### config.mk
export PLATFORM = sky130hd
export DESIGN_NAME = uart_cmd_deframer
export DESIGN_NICKNAME = d
export VERILOG_FILES = /design/src/rtl/uart_cmd_pkg.sv /design/src/rtl/uart_byte_timeout.sv /design/src/rtl/uart_cmd_deframer.sv
export SDC_FILE = /design/constraint.sdc
export NUM_CORES = 1
export LEC_CHECK = 0
export CAP_MARGIN = 15
export CORE_MARGIN = 10
export CORE_UTILIZATION = 40
export CTS_CLUSTER_DIAMETER = 150
export DETAILED_ROUTE_END_ITERATION = 10
export PLACE_DENSITY = 0.6
export RECOVER_POWER = 25
export SLEW_MARGIN = 20
export SYNTH_ARGS = -nofsm -noshare
export SYNTH_HDL_FRONTEND = slang
export SYNTH_SLANG_ARGS = --single-unit
### constraint.sdc
create_clock -name clk -period 3.6 [get_ports clk]
set_input_delay 0.72 -clock clk [delete_from_list [all_inputs] [get_ports clk]]
set_output_delay 0.72 -clock clk [all_outputs]
set_load 0.02 [all_outputs]
### src/rtl/uart_cmd_pkg.sv
// Shared types and constants for the UART command deframer: frame state encoding,
// command-byte field positions and per-field byte counts.
package uart_cmd_pkg;

    localparam logic [7:0]  SYNC_BYTE_DEF = 8'hA5;

    typedef enum logic [2:0] {
        IDLE,
        CMD,
        ADR,
        DAT,
        CHK
    } state_e;

    localparam int unsigned WR_BIT    = 7;
    localparam int unsigned CBE_LSB   = 0;
    localparam int unsigned CBE_W     = 4;
    localparam int unsigned ADR_BYTES = 4;
    localparam int unsigned DAT_BYTES = 4;

endpackage

### src/rtl/uart_byte_timeout.sv
// Inter-byte watchdog: counts enabled cycles since the last clear and flags the
// cycle in which the count sits at TOUT_CYC-1.
module uart_byte_timeout #(
    parameter int unsigned TOUT_CYC = 25000
) (
    input  logic clk,
    input  logic rst_,
    input  logic i_clr,
    input  logic i_en,
    output logic o_expire
);

    localparam int unsigned      CNT_W = (TOUT_CYC > 1) ? $clog2(TOUT_CYC) : 1;
    localparam logic [CNT_W-1:0] LIMIT = CNT_W'(TOUT_CYC - 1);

    logic [CNT_W-1:0] r_cnt;

    // Saturate at the limit so a held-off expiry never wraps back to zero.
    always_ff @(posedge clk or negedge rst_) begin
        if (!rst_) begin
            r_cnt <= '0;
        end else if (i_clr || !i_en) begin
            r_cnt <= '0;
        end else if (r_cnt != LIMIT) begin
            r_cnt <= r_cnt + CNT_W'(1);
        end
    end

    assign o_expire = i_en && (r_cnt == LIMIT);

endmodule

### src/rtl/uart_cmd_deframer.sv
// Receive-side command deframer: assembles SYNC/CMD/ADR/DAT/CHK frames from the UART
// byte stream and holds each good frame as one address/data command for the bridge.
module uart_cmd_deframer
    import uart_cmd_pkg::*;
#(
    parameter logic [7:0]  SYNC_BYTE = SYNC_BYTE_DEF,
    parameter int unsigned TOUT_CYC  = 25000
) (
    input  logic        clk,
    input  logic        rst_,
    input  logic        rx_ready,
    input  logic [7:0]  rx_data,
    output logic        cmd_valid,
    input  logic        cmd_ready,
    output logic        cmd_write,
    output logic [3:0]  cmd_cbe,
    output logic [31:0] cmd_adr,
    output logic [31:0] cmd_data,
    output logic        err_chk,
    output logic        err_tout,
    output logic        err_ovf,
    output logic        busy
);

    state_e      r_state;
    logic [1:0]  r_idx;
    logic        r_write;
    logic [3:0]  r_cbe;
    logic [31:0] r_adr;
    logic [31:0] r_dat;
    logic [7:0]  r_xor;

    logic        r_valid;
    logic        r_out_write;
    logic [3:0]  r_out_cbe;
    logic [31:0] r_out_adr;
    logic [31:0] r_out_dat;
    logic        r_err_chk;
    logic        r_err_tout;
    logic        r_err_ovf;

    logic        w_busy;
    logic        w_expire;
    logic        w_adr_last;
    logic        w_dat_last;

    assign w_busy     = (r_state != IDLE);
    assign w_adr_last = (r_idx == 2'(ADR_BYTES - 1));
    assign w_dat_last = (r_idx == 2'(DAT_BYTES - 1));

    uart_byte_timeout #(
        .TOUT_CYC (TOUT_CYC)
    ) u_tout (
        .clk      (clk),
        .rst_     (rst_),
        .i_clr    (rx_ready),
        .i_en     (w_busy),
        .o_expire (w_expire)
    );

    always_ff @(posedge clk or negedge rst_) begin
        if (!rst_) begin
            r_state     <= IDLE;
            r_idx       <= '0;
            r_write     <= 1'b0;
            r_cbe       <= '0;
            r_adr       <= '0;
            r_dat       <= '0;
            r_xor       <= '0;
            r_valid     <= 1'b0;
            r_out_write <= 1'b0;
            r_out_cbe   <= '0;
            r_out_adr   <= '0;
            r_out_dat   <= '0;
            r_err_chk   <= 1'b0;
            r_err_tout  <= 1'b0;
            r_err_ovf   <= 1'b0;
        end else begin
            r_err_chk  <= 1'b0;
            r_err_tout <= 1'b0;
            r_err_ovf  <= 1'b0;
            if (r_valid && cmd_ready) begin
                r_valid <= 1'b0;
            end
            if (rx_ready) begin
                unique case (r_state)
                    IDLE: begin
                        if (rx_data == SYNC_BYTE) begin
                            r_state <= CMD;
                        end
                    end
                    CMD: begin
                        r_write <= rx_data[WR_BIT];
                        r_cbe   <= rx_data[CBE_LSB +: CBE_W];
                        r_xor   <= rx_data;
                        r_idx   <= '0;
                        r_state <= ADR;
                    end
                    ADR: begin
                        r_adr <= {r_adr[23:0], rx_data};
                        r_xor <= r_xor ^ rx_data;
                        r_idx <= r_idx + 2'd1;
                        if (w_adr_last) begin
                            r_idx   <= '0;
                            r_state <= r_write ? DAT : CHK;
                        end
                    end
                    DAT: begin
                        r_dat <= {r_dat[23:0], rx_data};
                        r_xor <= r_xor ^ rx_data;
                        r_idx <= r_idx + 2'd1;
                        if (w_dat_last) begin
                            r_idx   <= '0;
                            r_state <= CHK;
                        end
                    end
                    CHK: begin
                        r_state <= IDLE;
                        if (rx_data != r_xor) begin
                            r_err_chk <= 1'b1;
                        end else if (r_valid && !cmd_ready) begin
                            r_err_ovf <= 1'b1;
                        end else begin
                            // A slot freed by this cycle's handshake is refilled directly.
                            r_valid     <= 1'b1;
                            r_out_write <= r_write;
                            r_out_cbe   <= r_cbe;
                            r_out_adr   <= r_adr;
                            r_out_dat   <= r_write ? r_dat : '0;
                        end
                    end
                    default: r_state <= IDLE;
                endcase
            end else if (w_expire) begin
                r_state    <= IDLE;
                r_err_tout <= 1'b1;
            end
        end
    end

    assign cmd_valid = r_valid;
    assign cmd_write = r_out_write;
    assign cmd_cbe   = r_out_cbe;
    assign cmd_adr   = r_out_adr;
    assign cmd_data  = r_out_dat;
    assign err_chk   = r_err_chk;
    assign err_tout  = r_err_tout;
    assign err_ovf   = r_err_ovf;
    assign busy      = w_busy;

endmodule

After elaboration in Yosys (flattened, before gate mapping)
Index checks and enable logic that the tools add are counted.
- logic and storage cells: 78
- output and inout bits: 74
- register bits: 170
- equality and inequality tests: 12
- bitwise operators: 3
- reduce and logical (&&, ||, !) cells: 18
- muxes and demuxes: 27
- add/sub/neg operators: 2
- operators with widths (operator ; count):
    32-bit two-way mux ; 1
    15-bit two-way mux ; 2
    3-bit two-way mux ; 6
    8-bit case mux with 2 select lines ; 1
    15-bit by 1-bit adder with 15-bit output, second input constant ; 1
    15-bit equality test, second input constant ; 1
    15-bit inequality test, second input constant ; 1
    1-bit two-way mux ; 14
    3-bit case mux with 4 select lines ; 1
    3-bit inequality test, second input constant ; 3
    8-bit equality test, second input constant ; 1
    8-bit inequality test ; 1
    2-bit AND reduction ; 4
    4-bit AND reduction ; 2
    8-bit bitwise XOR ; 1
    3-bit by 2-bit equality test with 1-bit output, second input constant ; 2
    2-bit nonzero test ; 3
    2-bit case mux with 2 select lines ; 1
    3-bit by 1-bit equality test with 1-bit output, second input constant ; 1
    3-bit equality test, second input constant ; 1
    1-bit logical AND ; 3
    3-bit logical NOT ; 1
    3-bit nonzero test ; 1
    2-bit by 1-bit adder with 2-bit output, second input constant ; 1
    other kinds (6) ; 8

Longest topological paths before layout
- depth after elaboration: 6
- mapped depth: 7
- mapped depth without buffers: 5

Hierarchy
A second synthesis with hierarchy kept.
- cell total of the unflattened synthesis: 539
- area total of the unflattened synthesis: 7074.3 um^2
- modules (own cells, without submodules) (module ; cells each ; times used ; area each (um^2) ; sequential area each (um^2)):
    uart_cmd_deframer ; 455 ; 1 ; 6237.2 ; 3878.7
    uart_byte_timeout ; 84 ; 1 ; 837.1 ; 375.4

Least setup slack after synthesis
OpenSTA, ideal clock, no wires.
- path type: input to register
- start point: input rx_ready
- end point: register r_out_adr[26] (netlist: cmd_adr[26])
- setup slack: 1549 ps
- stages on the path: 5
- path buffers: 2
- setup time: 125 ps
- arrival time: 1926 ps
- required time: 3475 ps
- cell sequence: clkbuf_1 > nand4_1 > nor4_4 > buf_2 > mux2_2
- word-level cells in the longest chain between the ends: 1
- ends and longest elaborated chain (what ; RTL line ; source):
    start: declaration ; uart_cmd_deframer.sv:11 ; input logic rx_ready,
    4-bit AND reduction (no source line) ; -- ;
    end signal: assignment ; uart_cmd_deframer.sv:128 ; r_out_adr <= r_adr;
    end: declaration ; uart_cmd_deframer.sv:36 ; logic [31:0] r_out_adr;
Every way passes these cells.
A chain may end at the register's enable or synchronous reset.

Worst setup path in the final report
- start point: register r_state[0]
- end point: output busy
- word-level cells in the longest chain between the ends: 1
- ends and longest elaborated chain (what ; RTL line ; source):
    start: declaration ; uart_cmd_deframer.sv:25 ; state_e r_state;
    start signal: assignment ; uart_cmd_deframer.sv:105 ; r_state <= r_write ? DAT : CHK;
    3-bit nonzero test ; uart_cmd_deframer.sv:47 ; assign w_busy = (r_state != IDLE);
    end: declaration ; uart_cmd_deframer.sv:22 ; output logic busy
Every way passes these cells.

==> results.sh <==
export IMPL_status="finished with violations"
export IMPL_failing_checks="capacitance limit, slew limit"
export IMPL_rr_startpoint="r_state[0]"
export IMPL_timing_hold_worst_class="reg2reg"
export IMPL_cell_count_after_placement=829
export IMPL_timing_clock_skew_ps=8.109
export IMPL_critPathArrivalTime_ps=1950
export IMPL_vias=4191
export IMPL_synth_seq_cells=170
export IMPL_yosysTopAreaCellShare_pct=61.05
export IMPL_port_buffer_count=85
export IMPL_placeableCoreArea_mm2=0.01718
export IMPL_maxSlewHeadroom_pct=-24.90
export IMPL_drive_gt1_share_pct=24.06
export IMPL_grt_antenna_before_repair=0
export IMPL_maxClockFrequency_mhz=374.6
export IMPL_min_period_ps=2670
export IMPL_r2r_setup_slack_ps=1530
export IMPL_track_usage_pct=12.42
export IMPL_route_detailed_drc=0
export IMPL_synth_largest_area_cell="dfrtp_1"
export IMPL_synth_async_sr_flop_share_pct=100.0
export IMPL_register_area_share_after_synthesis_pct=61.05
export IMPL_antenna_cells_inserted=0
export IMPL_antenna_left=0
export IMPL_detailedRoute_firstIterationViolations=267
export IMPL_first_global_vias=4522
export IMPL_r2r_end="cmd_write"
export IMPL_synth_warning_count=0
export IMPL_final_period_utilization_pct=74.16
export IMPL_synthesis_area_mm2=0.006968
export IMPL_dpl_hpwl_um=9421
export IMPL_synth_cell_type_count=37
export IMPL_grt_remaining_overflow=0
export IMPL_crit_path_start="r_state[0]"
export IMPL_clock_insertion_delay_worst_skew_ps=420
export IMPL_numClockSinks=170
export IMPL_finalNetCount=637
export IMPL_grt_start_max_net_pins=75
export IMPL_initial_core_util_pct=40.57
export IMPL_routed_via_density=4.868
export IMPL_post_cts_clock_slew_at_the_launch_and_capture_registers_of_the_worst_setup_and_hold_paths_ps=70
export IMPL_final_area_mm2=0.008748
export IMPL_synth_net_count=546
export IMPL_tightest_slew_ps=1873
export IMPL_crit_path_end_kind="output port"
export IMPL_placed_cell_area_mm2=0.008127
export IMPL_placementRows=48
export IMPL_hold_slack_ps=495.9
export IMPL_syn_inst=532
export IMPL_max_capacitance_violation_total=1
export IMPL_clock_tree_buffer_depth=2
export IMPL_final_max_slew_violation_count=73
export IMPL_number_of_levels_in_the_clock_h_tree=4
export IMPL_setup_viol_count_final=0
export IMPL_crit_path_end="busy"
export IMPL_synth_edf_count=0
export IMPL_syn2layout_area_growth_pct=25.55
export IMPL_static_leakage_power_nw=3.947
export IMPL_grt_setup_unrepaired="no"
export IMPL_most_frequently_used_flop_master_after_synthesis="dfrtp_1"
export IMPL_cp_data_required_time_ps=2880
export IMPL_floorplan_die_area_mm2=0.02310
export IMPL_drtPass1Iterations=4
export IMPL_numCtsBuffers=17
export IMPL_wirelength_um=13900
export IMPL_final_instance_count_excl_fill=861
export IMPL_cts_resized=0
export IMPL_worst_ir_drop_on_vdd_uv=386.6
export IMPL_postCtsSetupBuffers=0
export IMPL_die_width_um=152.0
export IMPL_netlist_top_cells_area="dfrtp_1 (61%), mux2_2 (17%), mux2i_1 (4.7%), nand2_1 (3.2%), xnor2_1 (2.0%)"
export IMPL_top_level_ports=86
export IMPL_worstSetupPathType="reg2out"
export IMPL_tns_ps=0
export IMPL_clockRootBuffer="clkbuf_16"
export IMPL_synth_avg_cell_area_um2=13.10
export IMPL_critPathLaunchType="flip-flop"
export IMPL_r2r_worst_path_cells=5
export IMPL_cp_max_fo=8
export IMPL_fillCellCount=1555
export IMPL_gp_congestion=0.7919
export IMPL_wl_per_cell_um=16.14
export IMPL_die_y_um=152.0
export IMPL_grt_first_pass_wirelength_um=23850
export IMPL_cts_hold_repair_buffers=0
export IMPL_hold_violations=0
export IMPL_pwr_density_cell_mw_per_mm2=613.1
export IMPL_cts_tree="done"
-- worst min-delay path by stage --
stage	start	end	depth (start not counted)
2_1_floorplan	rst_	cmd_adr[0]	0
3_3_place_gp	r_idx[0]	r_idx[0]	1
3_5_place_dp	r_idx[0]	r_idx[0]	1
4_1_cts	rst_	cmd_data[16]	1
5_1_grt	r_idx[0]	r_idx[0]	1
6_report	r_idx[0]	r_idx[0]	1
-- synthesized netlist by cell type (all sizes together), types with 2 or more instances --
library cell,count
a21oi,4
buf,13
clkbuf,9
dfrtp,170
ha,2
inv,35
mux2,106
mux2i,33
nand2,59
nand2b,3
nand3,7
nand3b,2
nand4,5
nor2,16
nor2b,5
nor3,4
nor4,5
nor4bb,3
o21ai,8
o31ai,2
or3,5
xnor2,16
xor2,9
-- logic make-up after synthesis --
group                    count (synthesis)  synth area share [%]
XOR/XNOR                                25                 3.142
flip-flops                             170                 61.05
adder cells (fa/ha/maj)                  2                0.3591
AO/OA/AOI/OAI                           20                 1.814
AND/OR/NAND/NOR                        119                 8.368
buffers and inverters                   57                 3.394
multiplexers                           139                 21.87
-- critical path: stages (launching register included) --
cell	delay, ps
dfrtp_1	490
or3_1	470
clkdlybuf4s50_1	570
-- layer usage --
layer	up-vias	routed length [um]	GRT usage [%]
met5	-	0	0
met4	0	197	4.906
met3	13	561	3.133
met2	76	6827	19.90
met1	2116	6312	15.75
li1	1986	-	-
-- power by group --
| part | internal, W | switching [W] | total, W |
|---|---|---|---|
| logic | 0.000468 | 0.000447 | 0.000916 |
| clock network | 0.00113 | 0.000776 | 0.00190 |
| registers | 0.00228 | 0.000268 | 0.00254 |
| total | 0.00387 | 0.00149 | 0.00536 |
-- cells in the final DEF (no fill, tap or decap), types with 2 or more instances in the layout --
| cell type | count |
|---|---|
| nor4_1 | 4 |
| o31ai_1 | 2 |
| clkbuf_16 | 17 |
| nor3_1 | 4 |
| o21ai_0 | 8 |
| clkinvlp_4 | 2 |
| clkdlybuf4s50_1 | 84 |
| a21oi_1 | 4 |
| or3_1 | 5 |
| xnor2_1 | 16 |
| nor2_1 | 14 |
| inv_8 | 2 |
| nand2b_1 | 3 |
| nand3_1 | 6 |
| buf_12 | 4 |
| mux2_2 | 106 |
| bufinv_16 | 3 |
| nor4bb_1 | 3 |
| ha_1 | 2 |
| nand2_1 | 59 |
| clkinv_4 | 6 |
| buf_4 | 5 |
| nand4_1 | 5 |
| dfrtp_1 | 170 |
| mux2i_1 | 33 |
| xor2_1 | 9 |
| nor2b_1 | 5 |
| nand3b_1 | 2 |
| inv_1 | 35 |
-- stage by stage --
| stage | setup WS (ps) | power, W | utilization, % |
|---|---|---|---|
| after floorplan | 1549 | 0.003182 | - |
| after global placement | 650.9 | 0.003454 | 47.31 |
| after detailed placement | 594.2 | 0.003509 | 47.31 |
| after CTS | 901.4 | 0.005438 | 50.97 |
| after global routing | 839.2 | 0.005670 | 50.93 |
| final | 930.3 | 0.005364 | 50.93 |
-- flip-flops by register name, summed over array words and instances, names as in the netlist, 2 cells and up --
register,flops
u_tout.r_cnt,15
r_xor,8
r_idx,2
cmd_adr,32
cmd_cbe,4
r_cbe,4
r_state,3
cmd_data,32
r_adr,32
r_dat,32
-- layout make-up --
type	count	area, um2	area share (%)
flip-flops and latches	170	4254	48.63
clock buffers	18	439.2	5.020
clock inverters	14	188.9	2.160
repair buffers	94	963.4	11.01
multi-input cells	305	2490	28.46
inverters	35	131.4	1.502
well taps	225	281.5	3.218
Power figures use the tool's default switching activity.
